**src/rtl/seq_detect_pkg.sv**
```systemverilog
// seq_detect_pkg: shared state encoding, reset pattern and saturating-increment helper.
package seq_detect_pkg;

    typedef enum logic [1:0] {IDLE, ARMED, IRQ} state_t;

    localparam logic [3:0] DEFAULT_PAT = 4'b1001;

    // Callers cast the result back to their own counter width.
    function automatic logic [31:0] sat_inc(input logic [31:0] v, input int unsigned w);
        logic [31:0] max;
        max = (32'd1 << w) - 32'd1;
        return (v >= max) ? max : v + 32'd1;
    endfunction

endpackage

```
**src/rtl/seq_detect_if.sv**
```systemverilog
// seq_detect_if: serial input, config handshake, control and status signals of the detector.
interface seq_detect_if #(
    parameter int PAT_W = 4,
    parameter int CNT_W = 8
);
    logic             in;
    logic             cfg_valid;
    logic             cfg_ready;
    logic [PAT_W-1:0] cfg_pattern;
    logic             cfg_overlap;
    logic [CNT_W-1:0] cfg_threshold;
    logic             start;
    logic             stop;
    logic             d;
    logic [CNT_W-1:0] hit_count;
    logic             irq;
    logic             irq_ack;
    logic             busy;

    modport master (
        output in, cfg_valid, cfg_pattern, cfg_overlap, cfg_threshold, start, stop, irq_ack,
        input  cfg_ready, d, hit_count, irq, busy
    );

    modport slave (
        input  in, cfg_valid, cfg_pattern, cfg_overlap, cfg_threshold, start, stop, irq_ack,
        output cfg_ready, d, hit_count, irq, busy
    );
endinterface

```
**src/rtl/seq_match_shift.sv**
```systemverilog
// seq_match_shift: serial shift register with fill count; flags a match on the bit being shifted in.
module seq_match_shift #(
    parameter int PAT_W = 4
) (
    input  logic             clk,
    input  logic             rst,
    input  logic             i_shift_en,
    input  logic             i_clear,
    input  logic             i_overlap,
    input  logic             i_in,
    input  logic [PAT_W-1:0] i_pattern,
    output logic             o_match_next
);
    localparam int FW = $clog2(PAT_W + 1);

    logic [PAT_W-1:0] r_sh;
    logic [PAT_W-1:0] w_sh_next;
    logic [FW-1:0]    r_fill;
    logic [FW-1:0]    w_fill_next;

    assign w_sh_next    = {r_sh[PAT_W-2:0], i_in};
    assign w_fill_next  = (r_fill == FW'(PAT_W)) ? r_fill : r_fill + 1'b1;
    assign o_match_next = i_shift_en && (w_fill_next == FW'(PAT_W)) && (w_sh_next == i_pattern);

    // Non-overlapping mode restarts the fill so the matched bits cannot be reused.
    always_ff @(posedge clk or negedge rst) begin
        if (!rst) begin
            r_sh   <= '0;
            r_fill <= '0;
        end else if (i_clear) begin
            r_sh   <= '0;
            r_fill <= '0;
        end else if (i_shift_en) begin
            r_sh   <= w_sh_next;
            r_fill <= (o_match_next && !i_overlap) ? '0 : w_fill_next;
        end
    end
endmodule

```
**src/rtl/seq_detect_ctrl.sv**
```systemverilog
// seq_detect_ctrl: programmable pattern detector with config handshake, hit counter and threshold irq.
module seq_detect_ctrl
    import seq_detect_pkg::*;
#(
    parameter int               PAT_W   = 4,
    parameter int               CNT_W   = 8,
    parameter logic [PAT_W-1:0] RST_PAT = PAT_W'(DEFAULT_PAT)
) (
    input  logic        clk,
    input  logic        rst,
    seq_detect_if.slave bus
);
    state_t           r_state;
    logic [PAT_W-1:0] r_pat;
    logic             r_ovl;
    logic [CNT_W-1:0] r_thr;
    logic [CNT_W-1:0] r_cnt;
    logic [CNT_W-1:0] w_inc;
    logic             r_d;
    logic             r_irq;
    logic             r_busy;
    logic             r_rdy;
    logic             w_match;
    logic             w_shift_en;
    logic             w_clear;

    // stop wins over both a pending match and irq_ack.
    assign w_shift_en = (r_state == ARMED) && !bus.stop;
    assign w_clear    = ((r_state == IDLE) && bus.start) || ((r_state == IRQ) && bus.irq_ack && !bus.stop);
    assign w_inc      = CNT_W'(sat_inc(32'(r_cnt), CNT_W));

    seq_match_shift #(.PAT_W(PAT_W)) u_shift (
        .clk          (clk),
        .rst          (rst),
        .i_shift_en   (w_shift_en),
        .i_clear      (w_clear),
        .i_overlap    (r_ovl),
        .i_in         (bus.in),
        .i_pattern    (r_pat),
        .o_match_next (w_match)
    );

    always_ff @(posedge clk or negedge rst) begin
        if (!rst) begin
            r_state <= IDLE;
            r_pat   <= RST_PAT;
            r_ovl   <= 1'b1;
            r_thr   <= '0;
            r_cnt   <= '0;
            r_d     <= 1'b0;
            r_irq   <= 1'b0;
            r_busy  <= 1'b0;
            r_rdy   <= 1'b1;
        end else begin
            r_d <= 1'b0;
            case (r_state)
                IDLE: begin
                    if (bus.cfg_valid) begin
                        r_pat <= bus.cfg_pattern;
                        r_ovl <= bus.cfg_overlap;
                        r_thr <= bus.cfg_threshold;
                    end
                    if (bus.start) begin
                        r_state <= ARMED;
                        r_cnt   <= '0;
                        r_busy  <= 1'b1;
                        r_rdy   <= 1'b0;
                    end
                end
                ARMED: begin
                    if (bus.stop) begin
                        r_state <= IDLE;
                        r_busy  <= 1'b0;
                        r_rdy   <= 1'b1;
                    end else if (w_match) begin
                        r_d   <= 1'b1;
                        r_cnt <= w_inc;
                        if (r_thr != '0 && w_inc == r_thr) begin
                            r_state <= IRQ;
                            r_irq   <= 1'b1;
                        end
                    end
                end
                IRQ: begin
                    if (bus.stop) begin
                        r_state <= IDLE;
                        r_irq   <= 1'b0;
                        r_busy  <= 1'b0;
                        r_rdy   <= 1'b1;
                    end else if (bus.irq_ack) begin
                        r_state <= ARMED;
                        r_irq   <= 1'b0;
                        r_cnt   <= '0;
                    end
                end
                default: r_state <= IDLE;
            endcase
        end
    end

    assign bus.d         = r_d;
    assign bus.hit_count = r_cnt;
    assign bus.irq       = r_irq;
    assign bus.busy      = r_busy;
    assign bus.cfg_ready = r_rdy;
endmodule
```
**src/flat_wrapper.sv**
```systemverilog
// flat-port wrapper written by rule: the top's interface ports become plain ports
module seq_detect_ctrl_flat import seq_detect_pkg::*;
#(
    parameter int               PAT_W   = 4,
    parameter int               CNT_W   = 8,
    parameter logic [PAT_W-1:0] RST_PAT = PAT_W'(DEFAULT_PAT)
)
  (clk, rst, bus_in, bus_cfg_valid, bus_cfg_pattern, bus_cfg_overlap, bus_cfg_threshold, bus_start, bus_stop, bus_irq_ack, bus_cfg_ready, bus_d, bus_hit_count, bus_irq, bus_busy);
  seq_detect_if #(.PAT_W(PAT_W), .CNT_W(CNT_W)) bus_i ();
  input  logic clk;
  input  logic rst;
  input wire logic [$bits(bus_i.in)-1:0] bus_in;
  input wire logic [$bits(bus_i.cfg_valid)-1:0] bus_cfg_valid;
  input wire logic [$bits(bus_i.cfg_pattern)-1:0] bus_cfg_pattern;
  input wire logic [$bits(bus_i.cfg_overlap)-1:0] bus_cfg_overlap;
  input wire logic [$bits(bus_i.cfg_threshold)-1:0] bus_cfg_threshold;
  input wire logic [$bits(bus_i.start)-1:0] bus_start;
  input wire logic [$bits(bus_i.stop)-1:0] bus_stop;
  input wire logic [$bits(bus_i.irq_ack)-1:0] bus_irq_ack;
  output wire logic [$bits(bus_i.cfg_ready)-1:0] bus_cfg_ready;
  output wire logic [$bits(bus_i.d)-1:0] bus_d;
  output wire logic [$bits(bus_i.hit_count)-1:0] bus_hit_count;
  output wire logic [$bits(bus_i.irq)-1:0] bus_irq;
  output wire logic [$bits(bus_i.busy)-1:0] bus_busy;
  assign bus_i.in = bus_in;
  assign bus_i.cfg_valid = bus_cfg_valid;
  assign bus_i.cfg_pattern = bus_cfg_pattern;
  assign bus_i.cfg_overlap = bus_cfg_overlap;
  assign bus_i.cfg_threshold = bus_cfg_threshold;
  assign bus_i.start = bus_start;
  assign bus_i.stop = bus_stop;
  assign bus_i.irq_ack = bus_irq_ack;
  assign bus_cfg_ready = bus_i.cfg_ready;
  assign bus_d = bus_i.d;
  assign bus_hit_count = bus_i.hit_count;
  assign bus_irq = bus_i.irq;
  assign bus_busy = bus_i.busy;
  seq_detect_ctrl #(.PAT_W(PAT_W), .CNT_W(CNT_W), .RST_PAT(RST_PAT)) u_core (.clk(clk), .rst(rst), .bus(bus_i));
endmodule
```
**config.mk**
```make
export PLATFORM = sky130hd
export DESIGN_NAME = seq_detect_ctrl_flat
export DESIGN_NICKNAME = d
export VERILOG_FILES = /design/src/rtl/seq_detect_pkg.sv /design/src/rtl/seq_detect_if.sv /design/src/rtl/seq_match_shift.sv /design/src/rtl/seq_detect_ctrl.sv /design/src/flat_wrapper.sv
export SDC_FILE = /design/constraint.sdc
export NUM_CORES = 1
export LEC_CHECK = 0
export CAP_MARGIN = 20
export CORE_ASPECT_RATIO = 0.6
export CORE_MARGIN = 2
export CORE_UTILIZATION = 54
export CTS_BUF_LIST = sky130_fd_sc_hd__clkbuf_4 sky130_fd_sc_hd__clkbuf_8 sky130_fd_sc_hd__clkbuf_16
export DETAILED_ROUTE_END_ITERATION = 8
export PLACE_DENSITY_LB_ADDON = 0.05
export SLEW_MARGIN = 20
export SYNTH_ARGS = -nofsm -noshare
export SYNTH_HDL_FRONTEND = slang
export SYNTH_SLANG_ARGS = --single-unit
```
**constraint.sdc**
```tcl
create_clock -name clk -period 3.1 [get_ports clk]
set_input_delay 0.465 -clock clk [delete_from_list [all_inputs] [get_ports clk]]
set_output_delay 0.465 -clock clk [all_outputs]
set_load 0.005 [all_outputs]
```
==> impl_metrics.env <==
export IMPL_synth_seq_area_share=0.379
export IMPL_synthesis_area_um2=2190
export IMPL_rrSetupSlack_ps=530
export IMPL_grt_pass1_vias=1679
export IMPL_avgViaCountPerCell=6.05
export IMPL_end_kind="register"
export IMPL_cts_tree="built"
export IMPL_fillers=307
export IMPL_io_buffers=31
export IMPL_cts_num_sinks=33
export IMPL_grt_first_pass_wirelength_um=8420
export IMPL_final_period_utilization=0.829
export IMPL_max_slew_margin=0.557
export IMPL_cp_slowest_cell="ha_1"
export IMPL_multi_input_comb_area_um2=1240
export IMPL_drtIter0Drc=148
export IMPL_reg2reg_depth=8
export IMPL_top_level_ports=32
export IMPL_grt_overflow=0
export IMPL_regArea_um2=831
export IMPL_hold_path_end="u_core.bus.busy"
export IMPL_outcome="completed"
export IMPL_critPathLaunchType="register"
export IMPL_whs_path_depth=1
export IMPL_post_cts_setup_buffer_count=0
export IMPL_drc=0
export IMPL_wirelength_um=4960
export IMPL_fin_area_um2=2590
export IMPL_hold_viol_final=0
export IMPL_drv_cap=0
export IMPL_tns_ps=0
export IMPL_drive_gt1_frac=0.175
export IMPL_nets=284
export IMPL_vdd_drop_max_v=0.000496
export IMPL_cts_buffers=5
export IMPL_clockBufferDepth=2
export IMPL_critPathRequiredTime_ps=3280
export IMPL_hold_start="u_core.bus.busy"
export IMPL_areaGrowthSynthToFinish_pct=18.3
export IMPL_crit_fanout=15
export IMPL_cp_num_buf_inv=2
export IMPL_crit_type="register to register"
export IMPL_yosysWarnings=0
export IMPL_die_area_um2=4600
export IMPL_grt_max_degree=34
export IMPL_worstMarginPinSlew_ps=662
export IMPL_gp_congestion=0.902
export IMPL_crit_arrival_ps=2750
export IMPL_r2r_start="u_core.r_state[1]"
export IMPL_hold_buffers=0
export IMPL_synthArstFlopShare=1.00
export IMPL_fin_skew_ps=9.82
export IMPL_die_h_um=53.3
export IMPL_synth_flop_cell="dfrtp_1"
export IMPL_clk_pin_slew_ps=70
export IMPL_hpwlAfterDp_um=3650
export IMPL_synth_top_area_frac=0.331
export IMPL_clock_latency_ps=290
export IMPL_p_leak_nw=1.07
export IMPL_core_um2=3790
export IMPL_final_util=0.684
export IMPL_die_x_um=86.2
export IMPL_synth_seq_cells=33
export IMPL_antenna_found_initial=0
export IMPL_slew_viol_final=0
export IMPL_synth_avg_cell_area_um2=9.69
export IMPL_critPathMaxStageDelay_ps=420
export IMPL_start_util=0.578
export IMPL_yosys_area_top_type="dfrtp_1"
export IMPL_max_freq_mhz=389
export IMPL_ant_nets=0
export IMPL_path_delay_family="simple AND/OR/NAND/NOR gates"
export IMPL_via_count=1840
export IMPL_dpl_instance_area_um2=2510
export IMPL_cts_root_buf="clkbuf_8"
export IMPL_wl_per_cell_um=16.3
export IMPL_firstDrtPassIters=5
export IMPL_hold_class="register to register"
export IMPL_period_needed_ps=2570
export IMPL_synth_cells=226
export IMPL_ctsResizeCount=0
export IMPL_power_density_nw_per_um2=780
export IMPL_synth_edf_count=0
export IMPL_synth_distinct_cells=62
export IMPL_syn_nets=253
export IMPL_r2r_end="u_core.bus.hit_count[0]"
export IMPL_synth_area_leaders="dfrtp_1 (33%), mux2_2 (6.7%), dfstp_2 (4.8%)"
export IMPL_rows=17
export IMPL_grtUsageTotal=0.243
export IMPL_n_antenna_cell=0
export IMPL_htree_levels=2
export IMPL_rsz0062_at_grt="no"
export IMPL_worstPathCellList="inv_1, ha_1, nand2b_1, nor3_2, nand3_1, a221oi_2, buf_4, mux2_1"
export IMPL_finalSetupViolCount=0
[worst max path at each step]
stage,start,depth (start not counted),end,slack [ps]
3_5_place_dp,bus_stop,7,u_core.bus.hit_count[0],430
4_1_cts,u_core.r_state[1],8,u_core.bus.hit_count[0],570
3_3_place_gp,bus_stop,7,u_core.bus.hit_count[0],530
5_1_grt,u_core.r_state[1],8,u_core.bus.hit_count[0],360
2_1_floorplan,u_core.bus.hit_count[1],9,u_core.bus.irq,860
6_report,u_core.r_state[1],8,u_core.bus.hit_count[0],530
[cells in the final DEF (no fill, tap or decap), types with 5 or more instances in the layout]
master	instances
a21oi_1	17
ha_1	7
nor2_1	11
nand3_1	8
dfrtp_1	29
nand2b_1	6
inv_1	10
nor3_1	7
o21ai_0	5
nand2_1	22
clkbuf_8	5
a31oi_1	7
xor2_1	5
clkdlybuf4s50_1	31
mux2_2	13
[metal layers]
metal  share of wire  GRT usage  vias to the layer above
li1                -          -                      895
met1            0.55      0.389                      883
met2            0.38      0.317                       57
met3           0.060     0.0593                        5
met4          0.0065     0.0625                        0
met5               0          0                        -
[kinds of logic (layout without fill, tap and decap cells)]
kind of cell,after synthesis,after routing,synth area share
AO/OA/AOI/OAI,58,58,0.201
XOR/XNOR,7,7,0.0280
adder cells (fa/ha/maj),7,7,0.0400
buffers and inverters,21,52,0.0531
flip-flops,33,33,0.379
multiplexers,16,16,0.0811
AND/OR/NAND/NOR,84,84,0.217
[cell usage after synthesis, drive strengths merged (3+ instances only)]
cell    instances
a21oi          18
a31oi           7
and2            4
and3            4
and4            3
buf            10
dfrtp          29
dfstp           4
ha              7
inv            10
mux2           14
nand2          22
nand2b          6
nand3           8
nand3b          4
nand4           5
nor2           11
nor2b           3
nor3            8
o211ai          3
o21ai           6
o311ai          3
xor2            5
[registers in the layout, summed over array words and instances (netlist names)]
register / cells
u_core.bus.busy: 1
u_core.bus.cfg_ready: 1
u_core.bus.d: 1
u_core.bus.hit_count: 8
u_core.bus.irq: 1
u_core.r_ovl: 1
u_core.r_pat: 4
u_core.r_state: 2
u_core.r_thr: 8
u_core.u_shift.r_fill: 3
u_core.u_shift.r_sh: 3
[worst reg2reg max path, cell delays in order (launching register included)]
cell      delay, ps
dfrtp_1         410
inv_1            90
ha_1            420
nand2b_1        270
nor3_2          190
nand3_1         180
a221oi_2        330
buf_4           240
mux2_1          340
[power by group]
part	total (W)	switching, W	internal, W
Sequential	0.000777	0.000180	0.000597
Clock	0.000321	0.000159	0.000161
Combinational	0.000923	0.000469	0.000455
[cell type report]
cell class | count | area share
Inverter | 10 | 0.0145
Timing Repair Buffer | 35 | 0.131
Clock buffer | 6 | 0.0295
Multi-Input combinational cell | 172 | 0.479
Clock inverter | 1 | 0.00193
Sequential cell | 33 | 0.321
Tap cell | 47 | 0.0227
[through the flow]
step	power, W	setup WS (ps)	hold slack (ps)	instances
floorplan	0.00142	857	169	226
global placement	0.00168	531	472	297
detailed placement	0.00169	426	468	297
CTS	0.00202	568	487	304
global route	0.00217	359	502	304
finish	0.00202	531	483	304
No activity file was read; power rests on OpenSTA's default activity.
